File: src/rtl/max_min_sequencer.sv
// Frame max/min tracker: collects up to 32 signed samples, reports value+index.
// Define MAXMIN_SEQ_ABS_EN to rank samples by magnitude instead of signed value.
module max_min_sequencer (
    input  logic               clk,
    input  logic               rst,
    input  logic               start,
    input  logic [5:0]         frame_len,
    input  logic               in_valid,
    input  logic signed [7:0]  in_data,
    output logic               in_ready,
    input  logic               out_ready,
    output logic               out_valid,
    output logic signed [12:0] out_max,
    output logic signed [12:0] out_min,
    output logic               busy
);

    typedef enum logic [1:0] {
        IDLE    = 2'd0,
        COLLECT = 2'd1,
        DONE    = 2'd2
    } state_t;

    state_t      state;
    state_t      state_nxt;
    logic [4:0]  cnt;
    logic [5:0]  len_q;
    logic [5:0]  eff_len;
    logic        accept;
    logic        last;
    logic        max_lt;
    logic        min_lt;
    logic [12:0] max_q;
    logic [12:0] min_q;

`ifdef MAXMIN_SEQ_ABS_EN
    // 9 bits so that |-128| = 128 is representable
    function automatic logic [8:0] mag(input logic [7:0] v);
        logic [8:0] ext;
        ext = {v[7], v};
        return v[7] ? (~ext + 9'd1) : ext;
    endfunction

    function automatic logic lt(input logic [7:0] a, input logic [7:0] b);
        return mag(a) < mag(b);
    endfunction
`else
    function automatic logic lt(input logic [7:0] a, input logic [7:0] b);
        return $signed(a) < $signed(b);
    endfunction
`endif

    always_comb begin
        eff_len = frame_len;
        if (frame_len == 6'd0 || frame_len > 6'd32)
            eff_len = 6'd32;
    end

    assign accept = in_valid && in_ready;
    assign last   = accept && ({1'b0, cnt} == (len_q - 6'd1));
    assign max_lt = lt(max_q[12:5], in_data);
    assign min_lt = lt(min_q[12:5], in_data);

    always_ff @(posedge clk) begin
        if (rst)
            state <= IDLE;
        else
            state <= state_nxt;
    end

    always_comb begin
        state_nxt = state;
        unique case (state)
            IDLE:    if (start) state_nxt = COLLECT;
            COLLECT: if (last) state_nxt = DONE;
            DONE:    if (out_ready) state_nxt = IDLE;
            default: state_nxt = IDLE;
        endcase
    end

    always_comb begin
        in_ready  = 1'b0;
        out_valid = 1'b0;
        busy      = 1'b0;
        unique case (state)
            IDLE: ;
            COLLECT: begin
                in_ready = 1'b1;
                busy     = 1'b1;
            end
            DONE: begin
                out_valid = 1'b1;
                busy      = 1'b1;
            end
            default: ;
        endcase
    end

    // First sample seeds both trackers; ties keep old max, take new min
    always_ff @(posedge clk) begin
        if (rst) begin
            cnt   <= 5'd0;
            len_q <= 6'd0;
            max_q <= 13'd0;
            min_q <= 13'd0;
        end else begin
            if (state == IDLE && start) begin
                len_q <= eff_len;
                cnt   <= 5'd0;
            end
            if (accept) begin
                if (!last)
                    cnt <= cnt + 5'd1;
                if (cnt == 5'd0) begin
                    max_q <= {in_data, cnt};
                    min_q <= {in_data, cnt};
                end else begin
                    if (max_lt)
                        max_q <= {in_data, cnt};
                    if (!min_lt)
                        min_q <= {in_data, cnt};
                end
            end
        end
    end

    assign out_max = max_q;
    assign out_min = min_q;

endmodule

File: config.mk
export PLATFORM = sky130hd
export DESIGN_NAME = max_min_sequencer
export DESIGN_NICKNAME = d
export VERILOG_FILES = /design/src/rtl/max_min_sequencer.sv
export SDC_FILE = /design/constraint.sdc
export NUM_CORES = 1
export LEC_CHECK = 0
export ABC_AREA = 1
export CAP_MARGIN = 20
export CORE_ASPECT_RATIO = 1.25
export CORE_MARGIN = 4
export CORE_UTILIZATION = 47
export DETAILED_ROUTE_END_ITERATION = 12
export GPL_TIMING_DRIVEN = 0
export HOLD_SLACK_MARGIN = 0.15
export PLACE_DENSITY = 0.74
export SLEW_MARGIN = 20
export SYNTH_ARGS = -nofsm -noshare
export SYNTH_HDL_FRONTEND = slang
export SYNTH_SLANG_ARGS = --single-unit
File: constraint.sdc
create_clock -name clk -period 2.45 [get_ports clk]
set_input_delay 0.49 -clock clk [delete_from_list [all_inputs] [get_ports clk]]
set_output_delay 0.49 -clock clk [all_outputs]
set_load 0.05 [all_outputs]
# Yosys cells after proc, flatten, opt, wreduce, memory -nomap -nowiden
# Cells that the tools add are included.
# word_totals
regBits	39
in_bits	19
word_cells	44
# classes
add_sub_neg	2
magnitude_cmp	3
n_eq_ne	7
n_mux	15
reduce_logical	12
# op_table
op	n
$mux 13	4
$lt 8x8->1	2
$mux 5	3
$eq 5x6->1	1
$gt 6x6->1 const B	1
$logic_not 6->1	1
$mux 2	3
$mux 6	1
$ne 2x2->1 const B	3
$pmux 2 s3	1
$sub 6x1->6 const B	1
$add 5x1->5 const B	1
$logic_not 5->1	1
$reduce_and 2->1	2
$logic_and 1x1->1	3
$mux 1	3
$reduce_and 3->1	1
$eq 2x1->1 const B	1
$eq 2x2->1 const B	1
$logic_not 2->1	1
$ne 2x1->1 const B	1
$reduce_bool 2->1	1
$reduce_or 2->1	1
$logic_or 1x1->1	1

# Longest topological paths before layout
# depth
word_depth	6
ltp_mapped	14

# Worst setup path after synthesis
# No wires, ideal clock.
# synth_path
path_type	register to register
from	reg min_q[12] (netlist: out_min[12])
to	reg min_q[0] (netlist: out_min[0])
setup_ps	117
t_arrival_ps	1851
required_time_ps	2333
slack_ps	482
path_stages_with_launch	12
path_buffers	1
synth_period_minus_slack_ps	1968
path_cell_list	dfxtp_1 > ha_1 > nand2_1 > inv_1 > nor2_1 > o21a_1 > nand2_1 > nand2_1 > nand3_4 > buf_6 > a21oi_1 > nor2_1
# synth_between
elab_chain_cells	3
# synth_rtl
item	line_no	text
start: declaration	34	logic [12:0] min_q;
start signal: assignment	116	min_q <= {in_data, cnt};
start signal: assignment	121	min_q <= {in_data, cnt};
$lt 8x8->1	49	return $signed(a) < $signed(b);
$ne 2x1->1 (no line)	--	
$reduce_and 2->1 (no line)	--	
# No other way between the ends.
# A chain may end at the register's enable or synchronous reset.

# Worst setup path in the final report
# layout_path
from	reg state[1]
to	out busy
# layout_between
elab_chain_cells	3
# layout_rtl
item	line_no	text
start: declaration	24	state_t state;
start signal: assignment	68	state <= state_nxt;
$eq 2x2->1 or $eq 2x1->1 (tied branches)	85	unique case (state)
$reduce_or 2->1 (no line) *	--	
$mux 1 *	85	
end: declaration	15	output logic busy
# Mark *: on every way between the ends. The rest lies on a longest branch, timed or not.

==> impl_metrics.yaml <==
critical_path:
  crit_required_ns: 1.96
  crit_fanout: 3
  worstSetupPathType: "reg -> out"
  critPathArrivalTime_ns: 1.81
  r2r_setup_slack_ns: 0.59
  crit_path_end_kind: "primary output"
  start_kind: "register"
logic_synthesis:
  synth_seq_cells: 39
  synth_fa_ha_area_share_pct: 10.7
  synth.net_count: 393
  synth-simple-area-share_pct: 34.8
  synth-compound-area-share_pct: 11.2
  ys_seq_area_share_pct: 31.8
  postSynthCellCount: 353
  synth_area_um2: 2460
  yosys-mux-area-fraction_pct: 0
  synth_top_family_by_area: "simple AND/OR/NAND/NOR gates"
  synth_warnings: 0
  syn_avg_cell_area_um2: 6.96
  synth_xor_area_share_pct: 0.357
  yosysUniqueCellTypes: 27
timing:
  rsz0062_at_grt: "false"
  hold-worst-slack_ns: 0.481
  setup_tns_ns: 0
  finalCritPeriodShare_pct: 94.0
  max_freq_ghz: 0.434
  relSlewSlack_pct: 66.5
  tightest_slew_ns: 0.501
  fin_skew_ns: 0.00670
  slew_viol_final: 0
  hold_viol_final: 0
  fin_crit_ns: 2.30
  setup_viol: 0
clocking:
  clock_latency_ns: 0.29
  htreeDepth: 2
  clk_pin_slew_ns: 0.07
  cts_buffers: 5
  hold_buffers: 0
  cts_resized: 0
  root_buffer: "clkbuf_8"
  cts_tree: "yes"
  clock-sinks: 39
  cts_max_path_buffers: 2
  postCtsSetupRepairBufs: 0
worst_hold_path:
  hold_path_class: "reg -> reg"
floorplanning:
  core_area_um2: 5080
  initial_core_util_pct: 48.3
  rows: 29
  die_h_um: 88.8
  die_area_um2: 6450
  dieWidth_um: 72.7
  pin_count: 48
layout:
  register_area_um2: 781
  multi_input_area_um2: 1400
  fillCellCount: 497
  drive_above_1_share_pct: 9.85
  synthToLayoutAreaGrowth_pct: 25.5
  n_antenna_cell: 0
  fin_nets: 446
grt:
  grt_max_degree: 12
  grt_pass1_vias: 2212
  grt_use_total_pct: 18.9
  antenna_found_initial: 0
  grt_remaining_overflow: 0
  grt_pass1_wl_um: 9690
pwr:
  p_leak_nw: 1.42
  power.total_w: 0.00311
  p_per_area_nw_per_um2: 1010
  ir_drop_v: 0.000854
placed_design:
  gp_congestion: 0.796
  dp_hpwl_um: 4410
  port_buffers: 46
routing:
  ant_nets: 0
  first_pass_iters: 6
  drc_errors: 0
  top_layer: "met4"
  avgViaCountPerCell: 5.04
  routed-wl-met3_um: 232
  totalWireLength_um: 5780
  route.met2.wl_um: 2970
  vias: 2359
  met1_length_um: 2480
  drt_iter0_drc: 109
  wl_per_cell_um: 12.4
run_status:
  outcome: "completed"
flow_run:
  maxCapViolations: 0
## placed cells by master, fill, tap and decap left out, types with 3 or more instances in the layout
cell | Yosys | final
buf_6 | 6 | 6
nand4_1 | 5 | 5
nor2_1 | 37 | 37
o21ai_1 | 4 | 4
buf_2 | 6 | 6
nand2_1 | 87 | 87
nand3_1 | 37 | 37
clkbuf_8 | 0 | 6
clkdlybuf4s50_1 | 0 | 46
dfxtp_1 | 39 | 39
inv_2 | 3 | 3
nand3_2 | 4 | 4
nand3_4 | 3 | 3
inv_1 | 39 | 39
a21oi_1 | 40 | 40
ha_1 | 21 | 21
nand2_2 | 5 | 5
## final timing paths
kind                                               from                 endpoint  cells after the start
worst max-delay path              state[1]$_SDFFE_PP0P_                     busy                      3
worst min-delay path            out_min[1]$_SDFFE_PP0P_  out_min[1]$_SDFFE_PP0P_                      2
worst max register to register    len_q[0]$_SDFFE_PP0P_        cnt[1]$_SDFF_PP0_                     12
worst min register to register  out_min[1]$_SDFFE_PP0P_  out_min[1]$_SDFFE_PP0P_                      2
## routing by layer
| layer | up-vias | track usage (%) |
|---|---|---|
| met2 | 53 | 36.5 |
| met5 | - | 0 |
| met4 | 0 | 5.87 |
| li1 | 1246 | - |
| met1 | 1050 | 20.7 |
| met3 | 10 | 3.41 |
## through the flow
stage | setup WS (ns) | utilization, % | instance area, µm² | cells
CTS | 0.136 | 60.7 | 3080 | 468
floorplan | 0.482 | - | 2460 | 353
global placement | 0.00204 | 58.9 | 2990 | 461
finish | 0.147 | 60.7 | 3080 | 468
global route | 0.0798 | 60.7 | 3080 | 468
detailed placement | -0.0406 | 58.9 | 2990 | 461
## cell usage after synthesis (all sizes together)
cell    number  area (µm²)
dfxtp       39         781
a221oi       1        8.76
ha          21         263
o21a         2        15.0
a211oi       2        15.0
nand3       44         278
o21ai        4        20.0
a21oi       41         209
buf         14         113
nand2       93         369
xor2         1        8.76
nor3         2        10.0
and3         1        6.26
inv         42         158
o22ai        1        6.26
clkbuf       1        3.75
nor2        39         161
nand4        5        31.3
## cells by family (layout without fill, tap and decap cells)
| logic type | count (synthesis) | count (layout) |
|---|---|---|
| AND/OR/NAND/NOR | 184 | 184 |
| AO/OA/AOI/OAI | 51 | 51 |
| XOR/XNOR | 1 | 1 |
| buffers and inverters | 57 | 110 |
| adder cells (fa/ha/maj) | 21 | 21 |
| flip-flops | 39 | 39 |
## cell type report
cell class	count	area share [%]
clock buffer	6	2.68
multi-input combinational	257	45.5
tap	62	2.52
clock inverter	1	0.162
timing repair buffer	46	14.9
buffer	15	3.78
inverter	42	5.12
sequential	39	25.3
## power by group
part / internal (W) / switching, W / total [W]
logic: 0.000639 / 0.00115 / 0.00179
clock network: 0.000221 / 0.000216 / 0.000437
registers: 0.000776 / 0.000108 / 0.000884
total: 0.00164 / 0.00148 / 0.00311
## flip-flops by register name, indices dropped and copies added, names as in the netlist
| signal | count |
|---|---|
| out_min | 13 |
| out_max | 13 |
| state | 2 |
| cnt | 5 |
| len_q | 6 |
## worst max-delay path, cell delays in order, from the launching register on
cell and delay [ns]:
dfxtp_1 0.37, inv_1 0.09, ha_1 0.27, clkdlybuf4s50_1 0.79
No activity file was read; power rests on OpenSTA's default activity.
